--- config.mk ---
export PLATFORM = sky130hd
export DESIGN_NAME = unidade_controle
export DESIGN_NICKNAME = d
export VERILOG_FILES = /design/src/rtl/unidade_controle_pkg.sv /design/src/rtl/unidade_controle.sv
export SDC_FILE = /design/constraint.sdc
export NUM_CORES = 1
export LEC_CHECK = 0
export ABC_CLOCK_PERIOD_IN_PS = 4800
export BUFFER_PORTS_ARGS = -buffer_cell sky130_fd_sc_hd__buf_2
export CORE_MARGIN = 2
export CORE_UTILIZATION = 35
export DETAILED_ROUTE_END_ITERATION = 12
export GPL_TIMING_DRIVEN = 0
export PLACE_DENSITY = 0.6
export SLEW_MARGIN = 30
export SYNTH_ARGS = -nofsm -noshare
export SYNTH_HDL_FRONTEND = slang
export SYNTH_SLANG_ARGS = --single-unit
--- constraint.sdc ---
create_clock -name clk -period 4.8 [get_ports clk]
set_input_delay 0.96 -clock clk [delete_from_list [all_inputs] [get_ports clk]]
set_output_delay 0.96 -clock clk [all_outputs]
set_load 0.02 [all_outputs]
--- src/rtl/unidade_controle_pkg.sv ---
// Shared constants for the accumulator processor control unit:
// instruction opcodes, ULA operation selects and the sequencer states.
package unidade_controle_pkg;

    // Instruction opcodes (IR[15:12])
    localparam logic [3:0] OP_NOP = 4'h0;
    localparam logic [3:0] OP_STA = 4'h1;
    localparam logic [3:0] OP_LDA = 4'h2;
    localparam logic [3:0] OP_ADD = 4'h3;
    localparam logic [3:0] OP_OR  = 4'h4;
    localparam logic [3:0] OP_AND = 4'h5;
    localparam logic [3:0] OP_NOT = 4'h6;
    localparam logic [3:0] OP_SUB = 4'h7;
    localparam logic [3:0] OP_JMP = 4'h8;
    localparam logic [3:0] OP_JN  = 4'h9;
    localparam logic [3:0] OP_JZ  = 4'hA;
    localparam logic [3:0] OP_HLT = 4'hF;

    // ULA operation selects (X = accumulator, Y = memory data)
    localparam logic [2:0] ULA_PASSY = 3'b000;
    localparam logic [2:0] ULA_ADD   = 3'b001;
    localparam logic [2:0] ULA_OR    = 3'b010;
    localparam logic [2:0] ULA_AND   = 3'b011;
    localparam logic [2:0] ULA_NOT   = 3'b100;
    localparam logic [2:0] ULA_SUB   = 3'b101;

    // Sequencer states
    typedef enum logic [3:0] {
        IDLE    = 4'd0,
        FETCH   = 4'd1,
        LOADIR  = 4'd2,
        DECODE  = 4'd3,
        MEMADDR = 4'd4,
        MEMEXEC = 4'd5,
        STORE   = 4'd6,
        ALUX    = 4'd7,
        HALT    = 4'd8
    } state_t;

    // ULA select for the memory-operand instructions executed in MEMEXEC
    function automatic logic [2:0] ula_sel_for(input logic [3:0] op);
        logic [2:0] sel;
        case (op)
            OP_LDA:  sel = ULA_PASSY;
            OP_ADD:  sel = ULA_ADD;
            OP_OR:   sel = ULA_OR;
            OP_AND:  sel = ULA_AND;
            OP_SUB:  sel = ULA_SUB;
            default: sel = ULA_PASSY;
        endcase
        return sel;
    endfunction

endpackage

--- src/rtl/unidade_controle.sv ---
// Multi-cycle fetch/decode/execute sequencer for the accumulator datapath.
// Holds PC and IR; all datapath controls are Moore outputs of the state,
// PC and IR registers, so nothing depends combinationally on run or flags.
module unidade_controle
    import unidade_controle_pkg::*;
#(
    parameter int          ADDR_WIDTH = 12,
    parameter int unsigned START_ADDR = 0
) (
    input  logic                  clk,
    input  logic                  reset,
    input  logic                  run,
    input  logic [15:0]           q_MEM,
    input  logic                  q_N,
    input  logic                  q_Z,
    output logic                  we_MEM,
    output logic [15:0]           addr,
    output logic                  write_AC,
    output logic [2:0]            select_ULA,
    output logic                  writeNZ,
    output logic                  halted,
    output logic [ADDR_WIDTH-1:0] pc_q,
    output logic [15:0]           ir_q
);

    localparam logic [ADDR_WIDTH-1:0] START_PC = START_ADDR[ADDR_WIDTH-1:0];
    localparam logic [ADDR_WIDTH-1:0] PC_ONE   = {{(ADDR_WIDTH-1){1'b0}}, 1'b1};

    state_t                state_q;
    logic [3:0]            opcode_s;
    logic [ADDR_WIDTH-1:0] operand_s;

    assign opcode_s  = ir_q[15:12];
    assign operand_s = ir_q[ADDR_WIDTH-1:0];

    // Sequencer state, PC and IR; reset aborts any instruction in flight
    always_ff @(posedge clk) begin
        if (reset) begin
            state_q <= IDLE;
            pc_q    <= START_PC;
            ir_q    <= 16'h0000;
        end else begin
            case (state_q)
                IDLE: begin
                    if (run) begin
                        state_q <= FETCH;
                    end
                end
                FETCH: begin
                    state_q <= LOADIR;
                end
                LOADIR: begin
                    // memory read data for PC is valid now (registered read)
                    ir_q    <= q_MEM;
                    pc_q    <= pc_q + PC_ONE;
                    state_q <= DECODE;
                end
                DECODE: begin
                    case (opcode_s)
                        OP_LDA, OP_ADD, OP_OR, OP_AND, OP_SUB: state_q <= MEMADDR;
                        OP_STA: state_q <= STORE;
                        OP_NOT: state_q <= ALUX;
                        OP_HLT: state_q <= HALT;
                        OP_JMP: begin
                            pc_q    <= operand_s;
                            state_q <= FETCH;
                        end
                        OP_JN: begin
                            if (q_N) begin
                                pc_q <= operand_s;
                            end
                            state_q <= FETCH;
                        end
                        OP_JZ: begin
                            if (q_Z) begin
                                pc_q <= operand_s;
                            end
                            state_q <= FETCH;
                        end
                        default: state_q <= FETCH;
                    endcase
                end
                MEMADDR: begin
                    state_q <= MEMEXEC;
                end
                MEMEXEC, STORE, ALUX: begin
                    state_q <= FETCH;
                end
                HALT: begin
                    state_q <= HALT;
                end
                default: begin
                    state_q <= IDLE;
                end
            endcase
        end
    end

    // Moore decode of the datapath controls from state, PC and IR
    always_comb begin
        we_MEM     = 1'b0;
        write_AC   = 1'b0;
        writeNZ    = 1'b0;
        select_ULA = ULA_PASSY;
        addr       = 16'h0000;
        case (state_q)
            FETCH, LOADIR: begin
                addr = 16'(pc_q);
            end
            MEMADDR: begin
                addr = 16'(operand_s);
            end
            MEMEXEC: begin
                addr       = 16'(operand_s);
                select_ULA = ula_sel_for(opcode_s);
                write_AC   = 1'b1;
                writeNZ    = 1'b1;
            end
            STORE: begin
                addr   = 16'(operand_s);
                we_MEM = 1'b1;
            end
            ALUX: begin
                select_ULA = ULA_NOT;
                write_AC   = 1'b1;
                writeNZ    = 1'b1;
            end
            default: begin
                addr = 16'h0000;
            end
        endcase
    end

    assign halted = (state_q == HALT);

endmodule

### Word level (Yosys, flattened, before mapping)

Index checks and enable logic that the tools add are counted.

| storage, ports and cells | value |
|---|---|
| register bits after elaboration | 32 |
| bits of input ports | 21 |
| output and inout bits | 51 |

| operators by class | value |
|---|---|
| mux-type cells | 12 |
| equality and inequality tests | 23 |
| add/subtract/negate cells | 1 |
| reductions and logical operators | 8 |

Operators by type and width:

| operator | number |
|---|---|
| one-hot mux 12 bit (2 select lines) | 2 |
| one-hot mux 12 bit (3 select lines) | 1 |
| equality test 4 x 3 -> 1 bit (second input constant) | 8 |
| one-hot mux 4 bit (7 select lines) | 1 |
| two-way mux 12 bit | 2 |
| equality test 4 bit (second input constant) | 5 |
| equality test 4 x 2 -> 1 bit (second input constant) | 4 |
| one-hot mux 4 bit (4 select lines) | 1 |
| adder 12 x 1 -> 12 bit (second input constant) | 1 |
| one-hot mux 3 bit (4 select lines) | 1 |
| equality test 4 x 1 -> 1 bit (second input constant) | 2 |
| != test 3 bit (second input constant) | 2 |
| one-hot mux 3 bit (2 select lines) | 1 |
| OR reduction 3 bit | 2 |
| OR reduction 5 bit | 1 |
| zero test 4 bit | 1 |
| two-way mux 4 bit | 1 |
| != test 4 x 2 -> 1 bit (second input constant) | 1 |
| AND reduction 4 bit | 1 |
| OR reduction 2 bit | 2 |
| two-way mux 1 bit | 2 |
| != test 2 bit (second input constant) | 1 |
| nonzero test 2 bit | 1 |

### Depth between registers and ports, before layout

Gate-level depths: netlist of the first run.

| logic depth | value |
|---|---|
| depth after elaboration | 4 |
| gate-level depth with buffers | 8 |
| mapped depth without buffers | 6 |

### Worst setup path before layout of the first run

OpenSTA, ideal clock, no wires.

| timing | value |
|---|---|
| path type | register -> output |
| from | register state_q[2] |
| to | output port addr[0] |
| arrival time | 1380 ps |
| path slack | 2460 ps |
| path buffers | 2 |
| data required time | 3840 ps |
| stages on the path, launching flop included | 6 |
| cell sequence | dfxtp_1 -> buf_4 -> inv_1 -> nor3b_1 -> clkbuf_1 -> a22o_1 |

| on the way | value |
|---|---|
| word-level cells in the longest chain between the ends | 3 |

Ends and longest elaborated chain:

| what | RTL line | text |
|---|---|---|
| start: declaration | unidade_controle.sv:29 | `state_t state_q;` |
| start signal: assignment | unidade_controle.sv:39 | `state_q <= IDLE;` |
| start signal: assignment | unidade_controle.sv:46 | `state_q <= FETCH;` |
| start signal: assignment | unidade_controle.sv:50 | `state_q <= LOADIR;` |
| equality test 4 x 3 -> 1 bit, or another cell as far along | unidade_controle.sv:106 | `case (state_q)` |
| OR reduction 3 bit (no source line) / OR reduction 2 bit (equally long branches) | -- |  |
| one-hot mux 12 bit (2 select lines) * | unidade_controle.sv:106 |  |
| end: declaration | unidade_controle.sv:17 | `output logic [15:0] addr,` |

Every way passes the cells marked *; elsewhere a longest branch is shown, timed or not.

### Final worst setup path of the first run

| timing | value |
|---|---|
| from | register state_q[2] |
| to | output port addr[1] |

The elaborated chain is that of the path after synthesis.

==> Flow_metrics.wiki, run 1 <==
{| class="wikitable"
! Metric !! Value
|-
| DRT iter0 DRCs || between 150 and 200
|-
| Final Critical Period || 3.07 ns
|-
| Clock tree from TritonCTS || built
|-
| Fill cell instance count of the final layout || 553
|-
| Register clock-pin slew on the reported worst setup and hold paths || around 0.07 ns
|-
| Area growth, synth to finish || 29.6%
|-
| Number of iterations in the first detailed-routing pass || 4
|-
| Cells after synthesis || 246
|-
| Yosys warns || 0
|-
| Vias after detailed routing || 2041
|-
| Antenna Violating Nets Remaining || 0
|-
| Final HPWL DP || around 4000 µm
|-
| Endpoints failing setup || 0
|-
| Seq cells post-synth || 32
|-
| Global-route wire length before repair || 9030 µm
|-
| Overall routing resource usage || 18.9%
|-
| Weighted congestion at the end of routability-driven global placement || 0.844
|-
| Transition time at the pin with the least slew margin || 0.627 ns
|-
| Cell Rows || 26
|-
| RSZ-0062 raised after global routing || false
|-
| # IOs || 72
|-
| Avg Inst Size Synth || between 7 and 8 µm²
|-
| Startpoint-to-endpoint class of the critical path || register to output port
|-
| Clock Latency Late Sink || 0.29 ns
|-
| Port Buffers || 67
|-
| Ratio of routed vias to standard cells || ~5.2
|-
| Number of buffers on the longest clock path || 2
|-
| Maximum Capacitance Violations || 0
|-
| Pwr Density || 286 mW/mm²
|-
| Largest net degree at the start of global routing || 11
|-
| Status || completed
|-
| Total of hold buffers inserted after clock tree synthesis || 0
|-
| Count of final hold-check violations || 0
|-
| Total Neg Setup Slack || 0 ns
|-
| Number of H-tree branching levels || 2
|-
| Lkg Pwr || 1.06 nW
|-
| Number of antenna violations at the first check in global routing || 0
|-
| Number of enable flip-flop cells after synthesis || 0
|-
| Number of sinks driven by the clock tree || 32
|-
| Post-Route WL || 5570 µm
|-
| Critical path fanouts, max || 10
|-
| Cell depth of the worst flop-to-flop path || 7
|-
| Final routed DRC violation total || 0
|-
| Die Ht || 77.6 µm
|-
| Full die area || around 0.0060 mm²
|-
| Arrival @ worst endpoint || between 2 and 2.5 ns
|-
| Element type at the critical path end || output port
|-
| Layout net count || about 350
|-
| Worst min path class || register to register
|-
| Peak clock frequency supported by timing || around 330 MHz
|-
| Clock skew || 0.00899 ns
|-
| Most used cells in the layout excluding fill and tap cells || buf_2 (73), nand2_1 (48), a21oi_1 (35)
|-
| Number of instances on the worst hold path || 2
|-
| Syn Std Cell Area || 0.00190 mm²
|-
| Critical Path Start Type || register
|-
| Tcrit/Tclk final || 64.0%
|-
| Number of cells upsized or downsized after cts || 0
|-
| Launch point of the worst reg-to-reg path || ir_q[15]
|-
| Seq/Total Area, Yosys || about a third
|-
| Dominant synthesized flop cell || dfxtp_1
|-
| Most common cell after layout, fill and taps aside || buf_2
|-
| Die width || about 78 µm
|-
| Total power after layout || 0.000703 W
|-
| Layout cells sized above 1 || 31.8%
|-
| Final max-slew violation count || 0
|-
| Startpoint of the worst setup timing path || state_q[2]
|-
| Overflow left after global routing || 0
|-
| Peak VDD IR || 0.161 mV
|-
| Clock root buffer || clkbuf_8
|-
| Data required, critical path || 3.84 ns
|-
| Core box area || 0.00517 mm²
|-
| Critical hold path startpoint || ir_q[5]
|-
| Count of antenna diodes in the layout || 0
|-
| Worst relative slew slack || 58.2%
|-
| Via count of the first global-routing pass || about 1700
|-
| Number of buffers added for setup after CTS || 0
|-
| Cell variety after synth || 49
|-
| Inserted Clock Buffers || 5
|-
| FFs w/ async S/R, synth || 0%
|-
| Effective utilization at floorplan || a little under two fifths
|-
| Wire length per cell after detailed routing || 14.1 µm
|}
[stage by stage]
step	utilization (%)	std cells	hold slack (ns)	setup WS (ns)	cell area, µm²
final	47.5	394	0.488	1.73	2460
after global routing	47.5	394	0.523	1.57	2460
after CTS	47.5	394	0.495	1.74	2460
after detailed placement	45.1	386	0.482	2.06	2330
after global placement	45.1	386	0.475	2.05	2330
after floorplan	-	249	0.547	2.46	1910
[worst paths after layout]
| check | end | slack [ns] |
|---|---|---|
| worst max-delay path | addr[1] | 1.73 |
| worst min-delay path | ir_q[5] | 0.49 |
| worst max register to register | pc_q[11] | 3.01 |
| worst min register to register | ir_q[5] | 0.49 |
[final cells by class]
cell class / instances / area (µm²) / area share, %
multi-input combinational: 186 / 1070 / 43.6
sequential: 32 / 641 / 26.1
timing repair buffer: 67 / 335 / 13.6
buffer: 26 / 176 / 7.18
clock buffer: 7 / 96.3 / 3.92
tap: 70 / 87.6 / 3.56
clock inverter: 1 / 30.0 / 1.22
inverter: 5 / 18.8 / 0.764
[worst max-delay path, stage by stage (launching register included)]
cell and delay [ns]:
dfxtp_1 0.31, buf_4 0.16, inv_1 0.10, nor3b_1 0.34
clkbuf_1 0.53, a22o_1 0.22, buf_2 0.16
[cells by family after synthesis]
kind of cell               count (synthesis)  share of synthesized area, %
adders and majority gates                  1                         0.660
DFF                                       32                          33.8
AOI/OAI and AO/OA                         75                          25.8
muxes                                      1                         0.528
xor gates and xnor gates                   1                         0.462
buffers and inverters                     31                          10.3
and+or+nand+nor                          104                          28.3
other                                      1                         0.198
[power by group]
group	internal (W)	switching, W	leakage [nW]
Sequential	0.000276	0.0000119	0.259
Clock	0.000183	0.000106	0.0645
Combinational	0.0000469	0.0000792	0.737
[routing by layer]
| metal | global-route usage [%] | up-vias | routed length (µm) |
|---|---|---|---|
| met5 | 0 | - | 0 |
| met4 | 6.43 | 0 | 62 |
| met3 | 3.60 | 5 | 280 |
| met2 | 29.2 | 63 | 2590 |
| met1 | 26.4 | 950 | 2640 |
| li1 | - | 1023 | - |
[flip-flops by register name, indices dropped and copies added, names as in the netlist]
register / flops
state_q: 4
ir_q: 16
pc_q: 12
[cells in the mapped netlist, drive strengths merged, types with 5 or more instances]
master | count | share of area (%)
nand3 | 7 | 2.1
nand2b | 5 | 1.6
dfxtp | 32 | 34
buf | 20 | 8.1
clkbuf | 6 | 1.2
nor3 | 9 | 2.9
nor2 | 13 | 2.6
a21oi | 36 | 9.7
o21ai | 7 | 1.8
inv | 5 | 0.99
a22o | 12 | 5.5
nand2 | 48 | 9.5
(Power assumes the default switching activity.)
==> run 2, diff against run 1 <==
- ABC_CLOCK_PERIOD_IN_PS: 4800 -> 2800
- PLACE_DENSITY: 0.6 -> 0.63
- clock period: 4.8 -> 2.8 ns (I/O delays scaled with it)
==> run 2 against run 1 <==
Compared with the run above:
- first-iteration DRC count fell by 17%
- global-route usage rose by 0.56 points
- setup slack worse by 1.5 ns
- non-clock buffer count unchanged
- worst hold slack better by 0.0033 ns
- clock power grew 68%
- cell count stayed put
- wire length increased by 0.18%
- die area did not move
- flip-flop and latch count is the same
==> Flow_metrics.wiki, run 2 (same netlist as run 1, synthesis figures left out) <==
{| class="wikitable"
! Metric !! Value
|-
| Register name with the most flops || ir_q
|-
| Arrival @ worst endpoint || 1.99 ns (-0.12 ns)
|-
| Lkg Pwr || 1.06 nW (+0.33%)
|-
| Overflow left after global routing || 0 (unchanged)
|-
| Worst setup slack for register-to-register paths || 1.00 ns (-2.01 ns)
|-
| Endpoints failing setup || 0 (unchanged)
|-
| Number of buffers on the longest clock path || 2 (unchanged)
|-
| Hold EP || ir_q[8]
|-
| Worst path slowest cell || nor3_1
|-
| Most used cells in the layout excluding fill and tap cells || buf_2 (73), nand2_1 (48), a21oi_1 (35)
|-
| Pwr Density || 486 mW/mm² (+70%)
|-
| Cell depth of the worst flop-to-flop path || 7 (unchanged)
|-
| Total of hold buffers inserted after clock tree synthesis || 0 (unchanged)
|-
| Most common cell after layout, fill and taps aside || buf_2
|-
| Final max-slew violation count || 0 (unchanged)
|-
| Cells along the critical path || buf_4 -> xnor2_1 -> nor3_1 -> buf_2 -> a22o_1 -> buf_2
|-
| Peak clock frequency supported by timing || about 390 MHz
|-
| Layout net count || 345 (unchanged)
|-
| Final HPWL DP || 4030 µm (+0.62%)
|-
| # IOs || 72 (unchanged)
|-
| DRT iter0 DRCs || 138 (-17%)
|-
| Clock Latency Late Sink || 0.29 ns (about the same)
|-
| Number of sinks driven by the clock tree || 32 (unchanged)
|-
| Peak VDD IR || 0.180 mV (+12%)
|-
| Post-Route WL || 5580 µm (+0.18%)
|-
| Critical hold path startpoint || ir_q[8]
|-
| Number of H-tree branching levels || 2 (unchanged)
|-
| Cell Rows || 26 (unchanged)
|-
| RSZ-0062 raised after global routing || false
|-
| Die Ht || 77.6 µm (unchanged)
|-
| Total Neg Setup Slack || 0 ns (unchanged)
|-
| Final Critical Period || around 2.5 ns
|-
| Area used by multi-input combinational logic || 0.00107 mm² (unchanged)
|-
| Transition time at the pin with the least slew margin || 0.551 ns (-0.0764 ns)
|-
| Delay of the slowest cell on the worst path || 0.37 ns (-0.16 ns)
|-
| Antenna Violating Nets Remaining || 0 (unchanged)
|-
| Largest net degree at the start of global routing || 11 (unchanged)
|-
| Number of instances on the worst hold path || 2 (unchanged)
|-
| Area growth, synth to finish || 29.6% (about the same)
|-
| Element type at the critical path end || output port
|-
| Tcrit/Tclk final || 91.0%
|-
| Weighted congestion at the end of routability-driven global placement || 0.842 (-0.19%)
|-
| Port Buffers || 67 (unchanged)
|-
| Final routed DRC violation total || 0 (unchanged)
|-
| Via count of the first global-routing pass || 1794 (+3.2%)
|-
| Effective utilization at floorplan || 36.7% (unchanged)
|-
| Worst min path class || register to register
|-
| Number of buffers added for setup after CTS || 0 (unchanged)
|-
| Wire length per cell after detailed routing || 14.2 µm (+0.18%)
|-
| Full die area || 0.00602 mm² (unchanged)
|-
| Die width || 77.6 µm (unchanged)
|-
| Most frequent cell on the critical path || buf_2
|-
| Final Cell Area || 0.00246 mm² (about the same)
|-
| Largest registers ranked by flip-flop count || ir_q x16, pc_q x12, state_q x4
|-
| Core box area || 0.00517 mm² (unchanged)
|-
| Number of cells upsized or downsized after cts || 0 (unchanged)
|-
| Number of iterations in the first detailed-routing pass || 4 (unchanged)
|-
| Number of antenna violations at the first check in global routing || 0 (unchanged)
|-
| Register clock-pin slew on the reported worst setup and hold paths || 0.07 ns (about the same)
|-
| Inserted Clock Buffers || 5 (unchanged)
|-
| Global-route wire length before repair || 9240 µm (+2.4%)
|-
| Startpoint-to-endpoint class of the critical path || register to output port
|-
| Critical Path Start Type || register
|-
| Startpoint of the worst setup timing path || state_q[1]
|-
| Total power after layout || 0.00120 W (+70%)
|-
| Fin Hold WS || 0.491 ns (+0.00334 ns)
|-
| Critical path fanouts, max || 10 (unchanged)
|-
| Clock root buffer || clkbuf_8
|-
| Data required, critical path || 2.24 ns (-1.60 ns)
|-
| Count of final hold-check violations || 0 (unchanged)
|-
| Layout cells sized above 1 || 32.1% (+0.31 points)
|-
| Capture point of the worst reg-to-reg path || pc_q[9]
|-
| Post-placement cell area || 0.00233 mm² (unchanged)
|-
| Largest register FFs || 16 (unchanged)
|-
| Status || completed
|-
| Vias after detailed routing || 1988 (-2.6%)
|-
| Count of antenna diodes in the layout || 0 (unchanged)
|-
| Maximum Capacitance Violations || 0 (unchanged)
|-
| Launch point of the worst reg-to-reg path || ir_q[15]
|-
| Clock skew || 0.00373 ns (-0.00526 ns)
|-
| Fill cell instance count of the final layout || 527 (-4.7%)
|-
| Overall routing resource usage || 19.5% (+0.56 points)
|-
| Ratio of routed vias to standard cells || 5.05 (-2.6%)
|-
| Combined flip-flop and latch cell area || 641 µm² (unchanged)
|-
| Clock tree from TritonCTS || built
|-
| Worst relative slew slack || 63.3% (+5.1 points)
|}
## run 2: cell count changes in the layout (fill, tap and decap cells not counted)
| cell | delta |
|---|---|
| clkbuf_1 | -1 |
| clkbuf_2 | +1 |
## run 2: worst max-delay path by stage
stage	end	slack [ns]	depth (start not counted)
floorplan	addr[0]	0.86	5
global placement	addr[5]	0.42	6
detailed placement	addr[5]	0.41	6
CTS	addr[5]	0.1	6
global route	addr[5]	0.11	6
finish	addr[7]	0.25	6
## run 2: layer usage
layer	GRT usage [%]	share of wire, %	routed length, µm
met2	30.2	46	2570
met3	4.07	5.2	289
met4	6.25	1.3	70
met5	0	0	0
met1	27.1	47	2650
## run 2: through the flow
| stage | util, % | worst slack, ns | std cells |
|---|---|---|---|
| 6_report | 47.5 | 0.252 | 394 |
| 5_1_grt | 47.5 | 0.111 | 394 |
| 4_1_cts | 47.5 | 0.0987 | 394 |
| 3_5_place_dp | 45.1 | 0.410 | 386 |
| 3_3_place_gp | 45.1 | 0.421 | 386 |
| 2_1_floorplan | - | 0.860 | 249 |
## run 2: area by class of cell
| class | count | area share (%) |
|---|---|---|
| Buffer | 26 | 7.23 |
| Clock buffer | 7 | 3.92 |
| Clock inverter | 1 | 1.22 |
| Inverter | 5 | 0.763 |
| Multi-Input combinational cell | 186 | 43.6 |
| Sequential cell | 32 | 26.1 |
| Tap cell | 70 | 3.56 |
| Timing Repair Buffer | 67 | 13.6 |
## run 2: report_power, final
group          total, W  switching [W]  internal [W]
clock          0.000485       0.000171      0.000314
combinational  0.000217       0.000136     0.0000804
sequential     0.000494      0.0000200      0.000474
## run 2: critical path: cells and delay by family (launching register included)
family | cells | cell delay, ns
buf+inv | 3 | 0.70
simple gates | 1 | 0.37
compound gates | 1 | 0.19
flops | 1 | 0.32
xor+xnor | 1 | 0.12
